===== src/rtl/idecode_pkg.sv =====
// idecode_pkg: opcode classes, register constants and ARM field layout for the decode queue
package idecode_pkg;
   typedef enum logic [1:0] {OP_DP = 2'b00, OP_MEM = 2'b01, OP_BR = 2'b10} op_t;
   localparam logic [3:0] REG_PC = 4'hF;
   typedef struct packed {
      logic [3:0]  cond;
      op_t         op;
      logic [5:0]  funct;
      logic [3:0]  rn;
      logic [3:0]  rd;
      logic [11:0] src2;
   } instr_fields_t;
endpackage


===== src/rtl/idq_predecode.sv =====
// idq_predecode: extracts Rd, cond and register-file read addresses from one instruction
module idq_predecode
   import idecode_pkg::*;
(
   input  logic [31:0] instr,
   output logic [3:0]  rd,
   output logic [3:0]  cond,
   output logic [3:0]  ra1,
   output logic [3:0]  ra2
);
   instr_fields_t f;
   assign f = instr_fields_t'(instr);
   assign rd = f.rd;
   assign cond = f.cond;
   // branches read PC as base; stores need Rd as the second read port
   assign ra1 = (f.op == OP_BR) ? REG_PC : f.rn;
   assign ra2 = (f.op == OP_MEM) ? f.rd : f.src2[3:0];
endmodule


===== src/rtl/idecode_queue.sv =====
// idecode_queue: fetch-to-decode valid/ready FIFO with flush and head pre-decode
module idecode_queue
   import idecode_pkg::*;
#(
   parameter int INSTR_W = 32,
   parameter int PC_W = 32,
   parameter int DEPTH = 4
) (
   input  logic                     clk,
   input  logic                     reset,
   input  logic                     flush,
   input  logic                     in_valid,
   output logic                     in_ready,
   input  logic [INSTR_W-1:0]       in_instr,
   input  logic [PC_W-1:0]          in_pcplus8,
   output logic                     out_valid,
   input  logic                     out_ready,
   output logic [INSTR_W-1:0]       out_instr,
   output logic [PC_W-1:0]          out_pcplus8,
   output logic [3:0]               out_rd,
   output logic [3:0]               out_cond,
   output logic [3:0]               out_ra1,
   output logic [3:0]               out_ra2,
   output logic [$clog2(DEPTH):0]   count
);
   localparam int AW = $clog2(DEPTH);
   logic [INSTR_W-1:0] mem_instr [DEPTH];
   logic [PC_W-1:0]    mem_pc [DEPTH];
   logic [AW:0]        wr_ptr, rd_ptr;
   logic               push, pop;
   // pointers carry one extra wrap bit so full and empty are distinguishable
   assign count = wr_ptr - rd_ptr;
   assign out_valid = wr_ptr != rd_ptr;
   assign in_ready = !(wr_ptr[AW] != rd_ptr[AW] && wr_ptr[AW-1:0] == rd_ptr[AW-1:0]);
   assign push = in_valid && in_ready;
   assign pop = out_valid && out_ready;
   always_ff @(posedge clk) begin
      if (!reset) begin
         wr_ptr <= '0;
         rd_ptr <= '0;
         for (int i = 0; i < DEPTH; i++) begin
            mem_instr[i] <= '0;
            mem_pc[i] <= '0;
         end
      end else if (flush) begin
         wr_ptr <= '0;
         rd_ptr <= '0;
      end else begin
         if (push) begin
            mem_instr[wr_ptr[AW-1:0]] <= in_instr;
            mem_pc[wr_ptr[AW-1:0]] <= in_pcplus8;
            wr_ptr <= wr_ptr + (AW+1)'(1);
         end
         if (pop) rd_ptr <= rd_ptr + (AW+1)'(1);
      end
   end
   assign out_instr = mem_instr[rd_ptr[AW-1:0]];
   assign out_pcplus8 = mem_pc[rd_ptr[AW-1:0]];
   idq_predecode u_predecode (
      .instr(out_instr),
      .rd(out_rd),
      .cond(out_cond),
      .ra1(out_ra1),
      .ra2(out_ra2)
   );
endmodule

===== config.mk =====
export PLATFORM = sky130hd
export DESIGN_NAME = idecode_queue
export DESIGN_NICKNAME = d
export VERILOG_FILES = /design/src/rtl/idecode_pkg.sv /design/src/rtl/idq_predecode.sv /design/src/rtl/idecode_queue.sv
export SDC_FILE = /design/constraint.sdc
export NUM_CORES = 1
export LEC_CHECK = 0
export ABC_AREA = 1
export CORE_AREA = 2 2 163 165
export CTS_CLUSTER_SIZE = 40
export DETAILED_ROUTE_END_ITERATION = 8
export DIE_AREA = 0 0 165 167
export PLACE_DENSITY = 0.78
export SLEW_MARGIN = 20
export SYNTH_ARGS = -nofsm -noshare
export SYNTH_HDL_FRONTEND = slang
export SYNTH_HIERARCHICAL = 1
export SYNTH_SLANG_ARGS = --single-unit

===== constraint.sdc =====
create_clock -name clk -period 9.5 [get_ports clk]
set_input_delay 1.9 -clock clk [delete_from_list [all_inputs] [get_ports clk]]
set_output_delay 1.9 -clock clk [all_outputs]
set_load 0.02 [all_outputs]

==> impl_metrics.py <==
metrics = {
    "outcome": {
        "status": "completed",
    },
    "grt": {
        "track_usage": 0.203,
        "grt_first_pass_wirelength_um": 44100,
        "grt_pass1_vias": 8578,
        "antenna_found_initial": 0,
        "grt_max_degree": 129,
        "grt.overflow.total": 0,
    },
    "min_path": {
        "min_path_cells": 2,
        "min-delay-start": "rd_ptr[2]",
        "hp-class": "register to register",
        "min_to": "rd_ptr[2]",
    },
    "placement": {
        "dp_hpwl_um": 16100,
        "place_inst": 1486,
        "place_area_mm2": 0.0136,
        "place_congestion": 0.818,
        "portBuffers": 153,
    },
    "worst_setup_path": {
        "crit_required_ps": 7600,
        "cp_top_family": "buffers and inverters",
        "rrSetupSlack_ps": 5660,
        "critPathKind": "register to output pin",
        "r2r_cells": 7,
        "arrival_ps": 3750,
        "cp_slowest_stage_delay_ps": 880,
        "crit_buf_inv": 3,
        "r2r_start": "wr_ptr[1]",
        "cpMaxStageDelayCell": "inv_2",
        "start_kind": "register",
        "cp_max_fo": 65,
        "r2r-end": "mem_instr[2][23]",
        "cp-end-kind": "output pin",
        "path_cells": "buf_4, inv_2, o21ai_0, o22ai_1, nand3_1, nand2_1, clkdlybuf4s50_1",
    },
    "cts": {
        "root_buffer": "clkbuf_16",
        "h-tree-depth": 1,
        "post_cts_resized": 0,
        "ctsHoldBuffers": 0,
        "clock_latency_ps": 510,
        "clock_path_buffers": 3,
        "path_clk_slew_ps": 60,
        "postCtsSetupBuffers": 0,
        "cts-buffers-inserted": 25,
        "cts_tree": "built",
        "clock_sinks": 264,
    },
    "cells_and_area": {
        "fin_util": 0.558,
        "mostFrequentLayoutCell": "edfxtp_1",
        "layout-drive-gt1-share": 0.0971,
        "final_cell_mix": "edfxtp_1 (256), nor2_1 (209), clkdlybuf4s50_1 (153), o21ai_0 (129), nor3_1 (128)",
        "diodes": 0,
        "final_nets": 1252,
        "final_cells": 1530,
        "stdcell_area_mm2": 0.0144,
        "syn_to_final_growth_pct": 19.8,
    },
    "pwr": {
        "p_leak_nw": 5.29,
        "power_density_mw_per_mm2": 177,
        "vdd_drop_max_mv": 0.116,
        "p_total_mw": 2.54,
    },
    "sta": {
        "final.setup.tns_ps": 0,
        "slew_viol_final": 0,
        "rsz0062_at_grt": "false",
        "skew_ps": 8.47,
        "fmax_ghz": 0.177,
        "relSlewSlack": 0.266,
        "setup_violations": 0,
        "worstMarginPinSlew_ps": 1100,
        "min_period_ps": 5650,
        "hold_violations": 0,
        "post-route-period-util": 0.594,
    },
    "route": {
        "num_vias": 8466,
        "first_iter_violations": 804,
        "via_per_inst": 5.53,
        "drc_errors": 0,
        "wl_um": 28300,
        "drtPass1Iterations": 5,
        "antenna_left": 0,
        "avgRoutedWirePerCell_um": 18.5,
    },
    "floorplanning": {
        "die_w_um": 165,
        "dieArea_mm2": 0.0276,
        "start_util": 0.466,
        "core_area_mm2": 0.0258,
        "dieHeight_um": 167,
        "num_rows": 59,
        "pin_count": 154,
    },
    "synth": {
        "ys_ff_latch": 264,
        "synth_area_per_cell_um2": 11.1,
        "syn_nets": 1152,
        "syn_inst": 1078,
        "netlist_top_cells_area": "edfxtp_1 (64%), nor2_1 (6.5%), o21ai_0 (5.5%), nor3_1 (5.3%), nor2_4 (3.8%)",
        "yosysTopAreaCellShare": 0.641,
        "synth_cell_types": 30,
        "synth_top_area_cell": "edfxtp_1",
        "ys_seq_area_frac": 0.654,
        "mappedNetlistArea_mm2": 0.0120,
        "ys_warn_count": 6,
    },
    "run": {
        "max-cap-violations": 0,
    },
}
-- state kept, by name, summed over array words and instances (netlist names), named ones only --
| name | flops |
|---|---|
| wr_ptr | 3 |
| mem_pc | 128 |
| mem_instr | 128 |
| rd_ptr | 3 |
-- final cells by class --
cell class	instances	area, um^2
fillers	2137	11400
flip-flops and latches	264	7860
multi-input cells	640	3410
repair buffers	163	1610
clock buffers	29	641
well taps	335	419
inverters	84	320
clock inverters	15	116
-- per-stage QoR --
| stage | hold slack, ps | setup WS (ps) |
|---|---|---|
| global route | 556 | 3630 |
| detailed placement | 525 | 4290 |
| CTS | 536 | 3870 |
| finish | 537 | 3850 |
| global placement | 512 | 4350 |
| floorplan | 485 | 2040 |
-- logic make-up (layout without fill, tap and decap cells) --
family | after synthesis | in the layout | synth area share
compound gates | 200 | 200 | 0.0901
xor+xnor | 3 | 3 | 0.00219
fa+ha+maj | 5 | 5 | 0.00584
buf+inv | 174 | 291 | 0.0650
flops | 264 | 264 | 0.654
simple gates | 432 | 432 | 0.183
-- worst reg2reg max path, delay by kind of cell, from the launching register on --
kind            cells  cell delay, ps
compound gates      1             740
fa+ha+maj           1             370
buf+inv             2             750
flops               1             950
simple gates        3             640
-- layer usage --
metal  share of wire  up-vias  wire length (um)  track usage
li1                -     3982                 -            -
met1            0.40     4085             11400        0.261
met2            0.51      353             14400        0.358
met3           0.069       46              1950       0.0249
met4           0.021        0               589       0.0635
met5               0        -                 0            0
-- cells in the mapped netlist --
cell	instances
clkinv_1	1
nand2_2	4
nor2_2	9
nor3_1	128
nor2_4	41
dfxtp_1	8
ha_1	4
or2_2	1
a21oi_1	5
o21ai_0	131
buf_4	8
nand3_2	1
nand4_2	1
clkbuf_1	51
buf_2	23
nand2_4	1
inv_2	3
inv_1	80
buf_8	6
nand3_4	1
nand3_1	10
xnor2_1	1
xor2_1	2
edfxtp_1	256
nand2_1	25
nor2_1	209
buf_1	2
fa_1	1
nor2_8	1
o22ai_1	64
-- worst max-delay path by stage --
stage / startpoint / to / slack, ps / cells past startpoint
3_3_place_gp: reset / mem_instr[2][18] / 4350 / 6
5_1_grt: register / out_ra2[1] / 3630 / 7
2_1_floorplan: reset / mem_instr[0][0] / 2040 / 5
3_5_place_dp: reset / mem_instr[2][19] / 4290 / 6
6_report: register / out_ra2[1] / 3850 / 7
4_1_cts: register / out_ra2[1] / 3870 / 7
-- report_power, final --
part | switching, mW | internal, mW | leakage [nW] | total (mW)
Clock | 0.401 | 0.533 | 0.376 | 0.935
Sequential | 0.0167 | 1.33 | 2.72 | 1.35
Combinational | 0.159 | 0.0963 | 2.20 | 0.256
No activity file was read; power rests on OpenSTA's default activity.
